==> src/rtl/writeback_unit_pkg.sv <==
// Shared types and constants for the writeback unit: the arbitration
// state encoding, the default LSU anti-starvation threshold and the
// register-file geometry derived from the shared defines.

`ifndef RISCV_WORD_WIDTH
`define RISCV_WORD_WIDTH 32
`endif

`ifndef GP_REG_COUNT
`define GP_REG_COUNT 32
`endif

package writeback_unit_pkg;

   localparam int WORD                = `RISCV_WORD_WIDTH;
   localparam int NREG                = `GP_REG_COUNT;
   localparam int AW                  = $clog2(NREG);
   localparam int FORCE_AFTER_DEFAULT = 2;

   typedef enum logic {
      ALU_PRI   = 1'b0,
      LSU_FORCE = 1'b1
   } wb_arb_state_t;

   // One-hot decode of a register index; x0 never produces a bit because
   // it is hard-wired and must never be tracked.
   function automatic logic [NREG-1:0] reg_onehot(input logic [AW-1:0] idx);
      logic [NREG-1:0] v;
      v = {NREG{1'b0}};
      for (int i = 1; i < NREG; i++) begin
         v[i] = (idx == AW'(i));
      end
      return v;
   endfunction

endpackage

==> src/rtl/writeback_unit_if.sv <==
// Bundle of the writeback unit's pipeline-facing signals: ALU and LSU
// result handshakes, load issue, operand read path and the register-file
// write port. The slave modport is the writeback unit itself.

interface writeback_unit_if;
   import writeback_unit_pkg::*;

   logic            alu_valid_i;
   logic            alu_ready_o;
   logic [AW-1:0]   alu_rd_i;
   logic [WORD-1:0] alu_data_i;

   logic            lsu_valid_i;
   logic            lsu_ready_o;
   logic [AW-1:0]   lsu_rd_i;
   logic [WORD-1:0] lsu_data_i;

   logic            issue_load_i;
   logic [AW-1:0]   issue_rd_i;
   logic            issue_ready_o;

   logic [AW-1:0]   rs1_i;
   logic [AW-1:0]   rs2_i;
   logic [WORD-1:0] rf_rdata_1_i;
   logic [WORD-1:0] rf_rdata_2_i;
   logic [WORD-1:0] rs1_data_o;
   logic [WORD-1:0] rs2_data_o;
   logic            stall_o;

   logic            rf_we_o;
   logic [AW-1:0]   rf_waddr_o;
   logic [WORD-1:0] rf_wdata_o;

   modport master (
      output alu_valid_i, alu_rd_i, alu_data_i,
      output lsu_valid_i, lsu_rd_i, lsu_data_i,
      output issue_load_i, issue_rd_i,
      output rs1_i, rs2_i, rf_rdata_1_i, rf_rdata_2_i,
      input  alu_ready_o, lsu_ready_o, issue_ready_o,
      input  rs1_data_o, rs2_data_o, stall_o,
      input  rf_we_o, rf_waddr_o, rf_wdata_o
   );

   modport slave (
      input  alu_valid_i, alu_rd_i, alu_data_i,
      input  lsu_valid_i, lsu_rd_i, lsu_data_i,
      input  issue_load_i, issue_rd_i,
      input  rs1_i, rs2_i, rf_rdata_1_i, rf_rdata_2_i,
      output alu_ready_o, lsu_ready_o, issue_ready_o,
      output rs1_data_o, rs2_data_o, stall_o,
      output rf_we_o, rf_waddr_o, rf_wdata_o
   );

endinterface

==> src/rtl/writeback_unit_scoreboard.sv <==
// Pending-load scoreboard: one bit per register, set when a load is
// issued and cleared when its data is accepted. A set wins over a clear
// to the same register in the same cycle. x0 is never pending.

module wb_scoreboard
   import writeback_unit_pkg::*;
(
   input  logic          clk,
   input  logic          rst_n,
   input  logic          set_en,
   input  logic [AW-1:0] set_addr,
   input  logic          clr_en,
   input  logic [AW-1:0] clr_addr,
   input  logic [AW-1:0] rd_addr_a,
   input  logic [AW-1:0] rd_addr_b,
   input  logic [AW-1:0] issue_addr,
   output logic          pend_a,
   output logic          pend_b,
   output logic          pend_issue
);

   logic [NREG-1:0] pending_r;
   logic [NREG-1:0] pending_next_s;
   logic [NREG-1:0] set_mask_s;
   logic [NREG-1:0] clr_mask_s;

   // Next pending vector: clear first, then set, so a same-cycle set wins.
   always_comb begin
      set_mask_s = {NREG{1'b0}};
      clr_mask_s = {NREG{1'b0}};
      if (set_en) begin
         set_mask_s = reg_onehot(set_addr);
      end else begin
         set_mask_s = {NREG{1'b0}};
      end
      if (clr_en) begin
         clr_mask_s = reg_onehot(clr_addr);
      end else begin
         clr_mask_s = {NREG{1'b0}};
      end
      pending_next_s = (pending_r & ~clr_mask_s) | set_mask_s;
   end

   // Pending vector register with synchronous reset.
   always_ff @(posedge clk) begin
      if (!rst_n) begin
         pending_r <= {NREG{1'b0}};
      end else begin
         pending_r <= pending_next_s;
      end
   end

   assign pend_a     = pending_r[rd_addr_a];
   assign pend_b     = pending_r[rd_addr_b];
   assign pend_issue = pending_r[issue_addr];

endmodule

==> src/rtl/writeback_unit.sv <==
// Writeback unit: arbitrates ALU and LSU results onto the single register
// file write port through a registered write stage, tracks outstanding
// loads and produces the decode read-after-write stall.
// Optional feature macro: WB_FORWARDING_EN -- when defined, the write in
// flight is bypassed to the read operands instead of stalling on it.

module writeback_unit
   import writeback_unit_pkg::*;
#(
   parameter int FORCE_AFTER = FORCE_AFTER_DEFAULT
)(
   input  logic             clk,
   input  logic             rst_n,
   writeback_unit_if.slave  bus
);

   localparam int             CW          = $clog2(FORCE_AFTER + 1);
   localparam logic [CW-1:0]  FORCE_LIMIT = CW'(FORCE_AFTER);

   wb_arb_state_t   state_r;
   wb_arb_state_t   state_next_s;
   logic [CW-1:0]   cnt_r;
   logic [CW-1:0]   cnt_next_s;
   logic [CW-1:0]   cnt_inc_s;

   logic            alu_ready_s;
   logic            lsu_ready_s;
   logic            alu_hs_s;
   logic            lsu_hs_s;
   logic            win_valid_s;
   logic [AW-1:0]   win_rd_s;
   logic [WORD-1:0] win_data_s;

   logic            we_r;
   logic [AW-1:0]   waddr_r;
   logic [WORD-1:0] wdata_r;

   logic            rs1_pend_s;
   logic            rs2_pend_s;
   logic            issue_pend_s;
   logic            issue_ready_s;
   logic            set_en_s;
   logic            hazard_s;
   logic [WORD-1:0] rs1_data_s;
   logic [WORD-1:0] rs2_data_s;

   // Ready signals and winner selection; the two handshakes are exclusive.
   always_comb begin
      alu_ready_s = (state_r != LSU_FORCE);
      lsu_ready_s = bus.lsu_valid_i & ((state_r == LSU_FORCE) | ~bus.alu_valid_i);
      alu_hs_s    = bus.alu_valid_i & alu_ready_s;
      lsu_hs_s    = bus.lsu_valid_i & lsu_ready_s;
      win_valid_s = alu_hs_s | lsu_hs_s;
      if (alu_hs_s) begin
         win_rd_s   = bus.alu_rd_i;
         win_data_s = bus.alu_data_i;
      end else begin
         win_rd_s   = bus.lsu_rd_i;
         win_data_s = bus.lsu_data_i;
      end
   end

   // Arbitration next state: count LSU losses, force the LSU after enough.
   always_comb begin
      state_next_s = state_r;
      cnt_next_s   = cnt_r;
      cnt_inc_s    = cnt_r + CW'(1);
      case (state_r)
         ALU_PRI: begin
            if (lsu_hs_s) begin
               cnt_next_s = {CW{1'b0}};
            end else if (alu_hs_s & bus.lsu_valid_i) begin
               cnt_next_s = cnt_inc_s;
               if (cnt_inc_s >= FORCE_LIMIT) begin
                  state_next_s = LSU_FORCE;
               end else begin
                  state_next_s = ALU_PRI;
               end
            end else begin
               cnt_next_s = cnt_r;
            end
         end
         LSU_FORCE: begin
            if (lsu_hs_s) begin
               state_next_s = ALU_PRI;
               cnt_next_s   = {CW{1'b0}};
            end else begin
               state_next_s = LSU_FORCE;
            end
         end
         default: begin
            state_next_s = ALU_PRI;
            cnt_next_s   = {CW{1'b0}};
         end
      endcase
   end

   // Arbitration state and loss counter registers.
   always_ff @(posedge clk) begin
      if (!rst_n) begin
         state_r <= ALU_PRI;
         cnt_r   <= {CW{1'b0}};
      end else begin
         state_r <= state_next_s;
         cnt_r   <= cnt_next_s;
      end
   end

   // Registered write stage; an x0 winner is consumed without a write.
   always_ff @(posedge clk) begin
      if (!rst_n) begin
         we_r    <= 1'b0;
         waddr_r <= {AW{1'b0}};
         wdata_r <= {WORD{1'b0}};
      end else if (win_valid_s) begin
         we_r    <= (win_rd_s != {AW{1'b0}});
         waddr_r <= win_rd_s;
         wdata_r <= win_data_s;
      end else begin
         we_r    <= 1'b0;
      end
   end

   assign issue_ready_s = ~issue_pend_s;
   assign set_en_s      = bus.issue_load_i & issue_ready_s & (bus.issue_rd_i != {AW{1'b0}});

   wb_scoreboard u_scoreboard (
      .clk        (clk),
      .rst_n      (rst_n),
      .set_en     (set_en_s),
      .set_addr   (bus.issue_rd_i),
      .clr_en     (lsu_hs_s),
      .clr_addr   (bus.lsu_rd_i),
      .rd_addr_a  (bus.rs1_i),
      .rd_addr_b  (bus.rs2_i),
      .issue_addr (bus.issue_rd_i),
      .pend_a     (rs1_pend_s),
      .pend_b     (rs2_pend_s),
      .pend_issue (issue_pend_s)
   );

   // Operand path: bypass the write in flight, or stall decode on it.
   always_comb begin
      hazard_s   = 1'b0;
      rs1_data_s = bus.rf_rdata_1_i;
      rs2_data_s = bus.rf_rdata_2_i;
`ifdef WB_FORWARDING_EN
      if (we_r & (waddr_r == bus.rs1_i) & (bus.rs1_i != {AW{1'b0}})) begin
         rs1_data_s = wdata_r;
      end else begin
         rs1_data_s = bus.rf_rdata_1_i;
      end
      if (we_r & (waddr_r == bus.rs2_i) & (bus.rs2_i != {AW{1'b0}})) begin
         rs2_data_s = wdata_r;
      end else begin
         rs2_data_s = bus.rf_rdata_2_i;
      end
`else
      hazard_s = we_r & (((waddr_r == bus.rs1_i) & (bus.rs1_i != {AW{1'b0}})) |
                         ((waddr_r == bus.rs2_i) & (bus.rs2_i != {AW{1'b0}})));
`endif
   end

   assign bus.alu_ready_o   = alu_ready_s;
   assign bus.lsu_ready_o   = lsu_ready_s;
   assign bus.issue_ready_o = issue_ready_s;
   assign bus.stall_o       = rs1_pend_s | rs2_pend_s |
                              (bus.issue_load_i & ~issue_ready_s) | hazard_s;
   assign bus.rs1_data_o    = rs1_data_s;
   assign bus.rs2_data_o    = rs2_data_s;
   assign bus.rf_we_o       = we_r;
   assign bus.rf_waddr_o    = waddr_r;
   assign bus.rf_wdata_o    = wdata_r;

endmodule
==> src/flat_wrapper.sv <==
// flat-port wrapper written by rule: the top's interface ports become plain ports
module writeback_unit_flat import writeback_unit_pkg::*;
#(
   parameter int FORCE_AFTER = FORCE_AFTER_DEFAULT
)
  (clk, rst_n, bus_alu_valid_i, bus_alu_rd_i, bus_alu_data_i, bus_lsu_valid_i, bus_lsu_rd_i, bus_lsu_data_i, bus_issue_load_i, bus_issue_rd_i, bus_rs1_i, bus_rs2_i, bus_rf_rdata_1_i, bus_rf_rdata_2_i, bus_alu_ready_o, bus_lsu_ready_o, bus_issue_ready_o, bus_rs1_data_o, bus_rs2_data_o, bus_stall_o, bus_rf_we_o, bus_rf_waddr_o, bus_rf_wdata_o);
  writeback_unit_if bus_i ();
  input  logic clk;
  input  logic rst_n;
  input wire logic [$bits(bus_i.alu_valid_i)-1:0] bus_alu_valid_i;
  input wire logic [$bits(bus_i.alu_rd_i)-1:0] bus_alu_rd_i;
  input wire logic [$bits(bus_i.alu_data_i)-1:0] bus_alu_data_i;
  input wire logic [$bits(bus_i.lsu_valid_i)-1:0] bus_lsu_valid_i;
  input wire logic [$bits(bus_i.lsu_rd_i)-1:0] bus_lsu_rd_i;
  input wire logic [$bits(bus_i.lsu_data_i)-1:0] bus_lsu_data_i;
  input wire logic [$bits(bus_i.issue_load_i)-1:0] bus_issue_load_i;
  input wire logic [$bits(bus_i.issue_rd_i)-1:0] bus_issue_rd_i;
  input wire logic [$bits(bus_i.rs1_i)-1:0] bus_rs1_i;
  input wire logic [$bits(bus_i.rs2_i)-1:0] bus_rs2_i;
  input wire logic [$bits(bus_i.rf_rdata_1_i)-1:0] bus_rf_rdata_1_i;
  input wire logic [$bits(bus_i.rf_rdata_2_i)-1:0] bus_rf_rdata_2_i;
  output wire logic [$bits(bus_i.alu_ready_o)-1:0] bus_alu_ready_o;
  output wire logic [$bits(bus_i.lsu_ready_o)-1:0] bus_lsu_ready_o;
  output wire logic [$bits(bus_i.issue_ready_o)-1:0] bus_issue_ready_o;
  output wire logic [$bits(bus_i.rs1_data_o)-1:0] bus_rs1_data_o;
  output wire logic [$bits(bus_i.rs2_data_o)-1:0] bus_rs2_data_o;
  output wire logic [$bits(bus_i.stall_o)-1:0] bus_stall_o;
  output wire logic [$bits(bus_i.rf_we_o)-1:0] bus_rf_we_o;
  output wire logic [$bits(bus_i.rf_waddr_o)-1:0] bus_rf_waddr_o;
  output wire logic [$bits(bus_i.rf_wdata_o)-1:0] bus_rf_wdata_o;
  assign bus_i.alu_valid_i = bus_alu_valid_i;
  assign bus_i.alu_rd_i = bus_alu_rd_i;
  assign bus_i.alu_data_i = bus_alu_data_i;
  assign bus_i.lsu_valid_i = bus_lsu_valid_i;
  assign bus_i.lsu_rd_i = bus_lsu_rd_i;
  assign bus_i.lsu_data_i = bus_lsu_data_i;
  assign bus_i.issue_load_i = bus_issue_load_i;
  assign bus_i.issue_rd_i = bus_issue_rd_i;
  assign bus_i.rs1_i = bus_rs1_i;
  assign bus_i.rs2_i = bus_rs2_i;
  assign bus_i.rf_rdata_1_i = bus_rf_rdata_1_i;
  assign bus_i.rf_rdata_2_i = bus_rf_rdata_2_i;
  assign bus_alu_ready_o = bus_i.alu_ready_o;
  assign bus_lsu_ready_o = bus_i.lsu_ready_o;
  assign bus_issue_ready_o = bus_i.issue_ready_o;
  assign bus_rs1_data_o = bus_i.rs1_data_o;
  assign bus_rs2_data_o = bus_i.rs2_data_o;
  assign bus_stall_o = bus_i.stall_o;
  assign bus_rf_we_o = bus_i.rf_we_o;
  assign bus_rf_waddr_o = bus_i.rf_waddr_o;
  assign bus_rf_wdata_o = bus_i.rf_wdata_o;
  writeback_unit #(.FORCE_AFTER(FORCE_AFTER)) u_core (.clk(clk), .rst_n(rst_n), .bus(bus_i));
endmodule
==> config.mk <==
export PLATFORM = sky130hd
export DESIGN_NAME = writeback_unit_flat
export DESIGN_NICKNAME = d
export VERILOG_FILES = /design/src/rtl/writeback_unit_pkg.sv /design/src/rtl/writeback_unit_if.sv /design/src/rtl/writeback_unit_scoreboard.sv /design/src/rtl/writeback_unit.sv /design/src/flat_wrapper.sv
export SDC_FILE = /design/constraint.sdc
export NUM_CORES = 1
export LEC_CHECK = 0
export BUFFER_PORTS_ARGS = -buffer_cell sky130_fd_sc_hd__buf_4
export CORE_MARGIN = 8
export CORE_UTILIZATION = 34
export DETAILED_ROUTE_END_ITERATION = 8
export MAX_ROUTING_LAYER = met4
export PLACE_DENSITY_LB_ADDON = 0.12
export SYNTH_ARGS = -nofsm -noshare
export SYNTH_HDL_FRONTEND = slang
export SYNTH_SLANG_ARGS = --single-unit
==> constraint.sdc <==
create_clock -name clk -period 2.5 [get_ports clk]
set_clock_uncertainty 0.15 [all_clocks]
set_input_delay 0 -clock clk [delete_from_list [all_inputs] [get_ports clk]]
set_output_delay 0 -clock clk [all_outputs]
set_load 0.03 [all_outputs]
==> summary.md, run 1 <==
| Metric | Value |
|---|---|
| Status | did not finish |
| Halt Stage | clock tree synthesis |
| Tool Error | [ERROR RSZ-0060] Max buffer count reached. |
| Adder-Cell Fraction of Synth Area | 0 |
| Yosys warns | 0 |
| CTS root buf | clkbuf_16 |
| Syn Nets | 641 |
| Largest family of logic cells by synthesized area | compound AO/OA/AOI/OAI gates |
| Synth Area in Compound Gates | 0.212 |
| Buffers on Ports | 135 |
| Post-synth EDFFs | 0 |
| Syn Inst Count | 483 |
| Synth Area in Simple Gates | 0.104 |
| PostCTS Resize Cnt | 2 |
| Die width | 133 microns |
| Ys flop type | dfxtp_1 |
| Post-synthesis sequential area ratio | 0.308 |
| Avg Cell Area, Syn | 9.68 sq um |
| XOR/XNOR Fraction of Synth Area | 0.0206 |
| Post-synthesis mux area share | 0.207 |
| Post-synth cell types | 45 |
| Dpl hpwl | 11200 microns |
| CTS H-tree depth | 3 |
| Routability cong. | 0.848 |
| Clock sinks | 72 |
| Rows | 43 |
| Num ports | 264 |
| Die H | 133 microns |
| Seq cells post-synth | 72 |
| Synthesized cell area | 4680 sq um |
| Total CTS buffers | 9 |
| CTS Hold Bufs | 143 |
| Async set-reset flop share out of synthesis | 0 |
| Post-CTS Setup Inserts | 0 |
| Longest Clk Path Bufs | 2 |
| Starting Density | 0.342 |
## cells in the mapped netlist (4+ instances only)
cell / instances / area (sq um)
clkbuf_1: 25 / 93.8
mux2i_1: 48 / 480
buf_1: 7 / 26.3
nand2b_1: 5 / 31.3
dfxtp_1: 72 / 1440
o211ai_1: 32 / 240
nor2b_1: 10 / 62.6
buf_6: 6 / 67.6
buf_4: 64 / 480
o211a_1: 37 / 370
nand2_1: 53 / 199
mux4_2: 19 / 428
o31ai_1: 31 / 233
xor2_1: 10 / 87.6
and2_1: 4 / 25.0
nand3_1: 9 / 45.0
nor2_1: 7 / 26.3
## cells by family after synthesis
family	count (synthesis)
compound gates	120
buf+inv	107
simple gates	102
flops	72
mux	71
xor+xnor	11
## metrics by stage
stage / worst slack [ns] / util / cell area [sq um] / instances / hold slack, ns
floorplan: 0.525 / - / 4680 / 483 / -0.0183
global placement: 0.359 / 0.386 / 5270 / 698 / -0.150
detailed placement: 0.329 / 0.386 / 5270 / 698 / -0.150
==> run 2, diff against run 1 <==
- CORE_UTILIZATION: 34 -> 20
- MAX_ROUTING_LAYER: met4 -> not set
- PLACE_DENSITY_LB_ADDON: 0.12 -> 0.15
==> run 2 against run 1 <==
- synthesized area did not move
- synthesized cell count did not move
- the run now ends clean
==> summary.md, run 2 <==
| Metric | Value |
|---|---|
| Status | complete, no violations |
| Routed via count | 4536 |
| CTS H-tree depth | 3 |
| Synthesized cell area | 4680 sq um |
| DR pass1 iterations | 4 |
| Total track usage | 0.129 |
| Largest register FFs | 32 |
| Async set-reset flop share out of synthesis | 0 |
| Detailed Route WL | 19000 microns |
| Clock sinks | 72 |
| Post-synth EDFFs | 0 |
| Register area | 1440 sq um |
| Starting Density | 0.202 |
| Rows | 56 |
| Pre-CTS setup slack | 0.441 ns |
| Worst setup margin | 0.0858 ns |
| Worst rel slew slack | 0.591 |
| Initial antenna violation count | 0 |
| Hold WC Path Type | primary input to flop |
| Area post-placement | 5470 sq um |
| Routability cong. | 0.788 |
| Leak | 3.30 nW |
| Critical Path Source Type | flop |
| Final count of pins violating max slew | 0 |
| Post-CTS Setup Inserts | 0 |
| Die H | 169 microns |
| CTS root buf | clkbuf_16 |
| Post-layout util | 0.315 |
| Starting DRT DRC Count | 219 |
| Diode count | 0 |
| Non-Filler Instances | 1006 |
| Fill count | 2397 |
| Worst hold path cell count | 5 |
| R2r endpoint | u_core.bus.rf_wdata_o[17]$_SDFFE_PN0N_ |
| # Max-Cap Violations | 0 |
| Critical path class | flop to output port |
| Dpl hpwl | 12800 microns |
| First-pass GRT wire length | 28700 microns |
| Final min period | 2.41 ns |
| Residual DRC | 0 |
| Core area | 23200 sq um |
| Post-synth cell types | 45 |
| Synth area leaders | dfxtp_1 31%, mux2i_1 10%, buf_4 10%, mux4_2 9.2%, o211a_1 7.9% |
| RSZ-0062 raised after global routing | false |
| Commonest cells after routing, fill and taps aside | 150 x dlygate4sd3_1, 142 x buf_4, 71 x dfxtp_1 |
| Final worst-path cycle share | 0.966 |
| Total negative setup slack | 0 ns |
| Syn Inst Count | 483 |
| Hold_ws | 0.117 ns |
| Worst Tran Pin Value | 0.611 ns |
| Crit-path max FO | 4 |
| Avg Cell Area, Syn | 9.68 sq um |
| Reg-to-Reg Start | u_core.state_r$_SDFF_PN0_ |
| Flop-to-flop setup slack | 0.25 ns |
| Die width | 169 microns |
| Area leader, netlist | dfxtp_1 |
| CP Capture Type | output port |
| Longest Clk Path Bufs | 2 |
| Ys flop type | dfxtp_1 |
| Antenna viol nets, final | 0 |
| Vias in the first global route | 4944 |
| Clk slew on worst S/H paths | 0.06 ns |
| Final Hold Vio Count | 0 |
| Gr ovfl total | 0 |
| VDD IR max | 285 uV |
| Final setup viols | 0 |
| Required time worst endpoint | 2.35 ns |
| Synth top area share | 0.308 |
| Dpl cells | 840 |
| Fmax | 0.414 GHz |
| Fin area | 7300 sq um |
| CTS tree | yes |
| Crit path DAT | 2.26 ns |
| CP startpoint | u_core.u_scoreboard.pending_r[19]$_SDFF_PN0_ |
| WL/cell | 18.9 microns |
| Via density | 4.51 |
| Total CTS buffers | 9 |
| Total power per unit cell area | 507 nW/um^2 |
| Yosys warns | 0 |
| Design Power | 3.70 mW |
| Nets@finish | 840 |
| Most frequent cells after synthesis | 72 x dfxtp_1, 64 x buf_4, 53 x nand2_1 |
| Largest net degree at the start of global routing | 62 |
| Seq cells post-synth | 72 |
| Share of cells above drive strength 1 | 0.266 |
| Post-synthesis sequential area ratio | 0.308 |
| Full die area | 28500 sq um |
| Hold Path Origin | bus_alu_valid_i |
| Multi-input logic area | 2550 sq um |
| Clock latency on the worst-skew pair | 0.34 ns |
| Leading cell type in the layout, fill and taps excluded | dlygate4sd3_1 |
| Most common cell in the netlist | dfxtp_1 |
| Hold Crit Endpoint | u_core.cnt_r[1]$_SDFFE_PN0P_ |
| Buffers on Ports | 135 |
| R2R depth | 5 |
| Area Overhead vs Synth | 56.2% |
| Num ports | 264 |
| Syn Nets | 641 |
-- run 2: cell counts after synthesis --
No cell type changed its count.
-- run 2: cell type report --
class	instances	area share
Multi-Input combinational cell	304	0.350
Timing Repair Buffer	293	0.353
Sequential cell	72	0.198
Inverter	2	0.00103
Clock inverter	7	0.0132
Tap cell	319	0.0547
Clock buffer	9	0.0308
-- run 2: worst max path at each step --
| stage | endpoint | slack, ns | cells after the start |
|---|---|---|---|
| 2_1_floorplan | bus_stall_o | 0.52 | 6 |
| 3_3_place_gp | bus_stall_o | 0.43 | 6 |
| 3_5_place_dp | bus_stall_o | 0.44 | 6 |
| 4_1_cts | bus_stall_o | 0.05 | 6 |
| 5_1_grt | bus_stall_o | 0.009 | 6 |
| 6_report | bus_stall_o | 0.09 | 6 |
-- run 2: power by group --
group          internal, mW  total [mW]  leakage [nW]  switching (mW)
clock network         0.876        1.43         0.159           0.554
registers              1.20        1.25         0.592          0.0440
logic                 0.477        1.02          2.55           0.547
-- run 2: worst max-delay path, stage by stage, from the launching register on --
cell	delay [ns]
dfxtp_1	0.34
mux4_2	0.47
nor2b_1	0.15
a211o_1	0.26
a32o_1	0.25
a2111o_1	0.31
buf_6	0.15
-- run 2: cells by family (layout without fill, tap and decap cells) --
family	after synthesis	in the layout	synth area share
xor gates and xnor gates	11	11	0.0206
DFF	72	72	0.308
buffers and inverters	107	311	0.148
muxes	71	71	0.207
AOI/OAI and AO/OA	120	120	0.212
and+or+nand+nor	102	102	0.104
-- run 2: repair_timing --
action	4_1_cts	5_1_grt
hold buffers	150	0
gates resized for setup	0	4
endpoints found under the hold margin	127	0
endpoints found under the setup margin	0	1
-- run 2: metal layers --
layer	up-vias	track usage	wire length [microns]
li1	2141	-	-
met1	2141	0.149	7720
met2	233	0.210	8880
met3	21	0.0585	2190
met4	0	0.0423	204
met5	-	0	0
Power figures use the tool's default switching activity.
==> run 3, diff against run 2 <==
- CORE_ASPECT_RATIO: not set -> 0.5
==> run 3 against run 2 <==
- clock power decreased by 9%
- register-to-register slack improved by 0.21 ns
- critical path depth unchanged
- combinational power about the same
- critical endpoint unchanged
- critical path type unchanged
- core utilization increased by 0.12 points
- first-iteration DRC count increased by 9.1%
==> summary.md, run 3 (same netlist as run 2, synthesis figures left out) <==
| Metric | Value |
|---|---|
| Largest register FFs | 32 |
| Longest Clk Path Bufs | 2 |
| Critical Path Source Type | flop |
| Area Overhead vs Synth | 54.7% |
| CP max-delay cell | mux4_2 |
| Initial antenna violation count | 1 |
| CTS H-tree depth | 3 |
| Nets@finish | 836 |
| Worst setup margin | 0.0645 ns |
| Crit-path max cell delay | 0.45 ns |
| CP startpoint | u_core.u_scoreboard.pending_r[19]$_SDFF_PN0_ |
| Residual DRC | 0 |
| Crit path DAT | 2.29 ns |
| Starting Density | 0.204 |
| Hold WC Path Type | primary input to flop |
| Critical path depth | 6 |
| Worst Tran Pin Value | 0.607 ns |
| # Max-Cap Violations | 0 |
| RSZ-0062 raised after global routing | true |
| Buffers on Ports | 135 |
| R2R depth | 6 |
| CTS tree | yes |
| Clock latency on the worst-skew pair | 0.34 ns |
| Total CTS buffers | 9 |
| Die width | 232 microns |
| VDD IR max | 293 uV |
| Pre-CTS setup slack | 0.413 ns |
| Routability cong. | 0.788 |
| Full die area | 28800 sq um |
| Post-CTS Setup Inserts | 0 |
| Dpl hpwl | 13000 microns |
| Final Hold Vio Count | 0 |
| Fin area | 7230 sq um |
| Clk slew on worst S/H paths | 0.06 ns |
| Fmax | 0.411 GHz |
| Diode count | 0 |
| Share of cells above drive strength 1 | 0.265 |
| Num ports | 264 |
| First-pass GRT wire length | 29500 microns |
| Commonest cells after routing, fill and taps aside | 148 x dlygate4sd3_1, 139 x buf_4, 68 x dfxtp_1 |
| Total track usage | 0.131 |
| Critical path class | flop to output port |
| Vias in the first global route | 4863 |
| DR pass1 iterations | 7 |
| Final count of pins violating max slew | 0 |
| Buffer and inverter count on the worst path | 1 |
| Gr ovfl total | 0 |
| CTS root buf | clkbuf_16 |
| Final worst-path cycle share | 0.974 |
| Die H | 124 microns |
| Rows | 39 |
| Core area | 22900 sq um |
| Detailed Route WL | 19600 microns |
| Largest net degree at the start of global routing | 79 |
| Reg-to-Reg Start | u_core.u_scoreboard.pending_r[14]$_SDFF_PN0_ |
| Required time worst endpoint | 2.35 ns |
| Total power per unit cell area | 494 nW/um^2 |
| Starting DRT DRC Count | 239 |
| Critical path's top delay family | compound AO/OA/AOI/OAI gates |
| Via density | 4.62 |
| Clock sinks | 72 |
| Routed via count | 4570 |
| Area post-placement | 5450 sq um |
| Worst rel slew slack | 0.594 |
| WL/cell | 19.8 microns |
| Worst hold path cell count | 3 |
| Hold Path Origin | bus_lsu_valid_i |
| Crit path cell chain | mux4_2, nor2b_1, a211o_1, a32o_1, a2111o_1, buf_6 |
| Final min period | 2.44 ns |
| CP Capture Type | output port |
| Final setup viols | 0 |
| Leading cell type in the layout, fill and taps excluded | dlygate4sd3_1 |
| Crit-path max FO | 4 |
| Status | complete, no violations |
| Leak | 3.27 nW |
| Antenna viol nets, final | 0 |
run 3: cell count changes in the layout (fill, tap and decap cells not counted), moves of 2 or more:
cell | previous run | this run
clkbuf_8 | 0 | 4
clkinv_4 | 3 | 0
buf_4 | 142 | 139
bufinv_16 | 2 | 0
dlygate4sd3_1 | 150 | 148
dfxtp_1 | 71 | 68
dfxtp_2 | 1 | 4
run 3: worst paths after layout:
check                                                                    end  slack (ns)
worst min register to register  u_core.u_scoreboard.pending_r[16]$_SDFF_PN0_        0.38
worst max register to register   u_core.u_scoreboard.pending_r[3]$_SDFF_PN0_        0.46
worst max-delay path                                             bus_stall_o        0.06
worst min-delay path                            u_core.cnt_r[0]$_SDFFE_PN0P_        0.03
run 3: timing repair:
action	4_1_cts	5_1_grt
setup endpoints to repair	0	1
resized for setup	0	5
endpoints found under the hold margin	118	0
hold buffers	148	0
run 3: power breakdown:
| group | switching (mW) | total [mW] | internal [mW] |
|---|---|---|---|
| combinational | 0.550 | 1.03 | 0.475 |
| clock | 0.523 | 1.30 | 0.775 |
| sequential | 0.0432 | 1.25 | 1.20 |
| total | 1.12 | 3.57 | 2.45 |
run 3: worst reg2reg max path, cell delays in order (launching register included):
cell,delay (ns)
dfxtp_1,0.34
mux4_1,0.53
mux2i_1,0.15
nand3b_1,0.08
and4_1,0.21
buf_4,0.22
o31ai_1,0.25
run 3: layout make-up:
| class | count | area, sq um |
|---|---|---|
| inverter | 2 | 7.51 |
| tap | 307 | 384 |
| timing repair buffer | 289 | 2560 |
| fill | 2326 | 15700 |
| sequential | 72 | 1450 |
| multi-input combinational | 304 | 2550 |
| clock inverter | 2 | 12.5 |
| clock buffer | 13 | 280 |
run 3: per-layer routing:
layer / vias to the layer above / GRT usage / part of all wire
met4: 2 / 0.0356 / 0.013
li1: 2136 / - / -
met5: - / 0 / 0.00066
met2: 217 / 0.232 / 0.50
met3: 20 / 0.0448 / 0.096
met1: 2195 / 0.152 / 0.39
run 3: through the flow:
stage	TNS [ns]	utilization	hold slack (ns)	std cells	total power, mW
after floorplan	0	-	-0.0183	483	1.86
after global placement	0	0.238	-0.150	826	1.97
after detailed placement	0	0.238	-0.150	826	1.97
after CTS	0	0.316	0.00553	989	3.62
after global routing	-0.0141	0.316	0.0192	989	3.74
final	0	0.316	0.0263	989	3.57
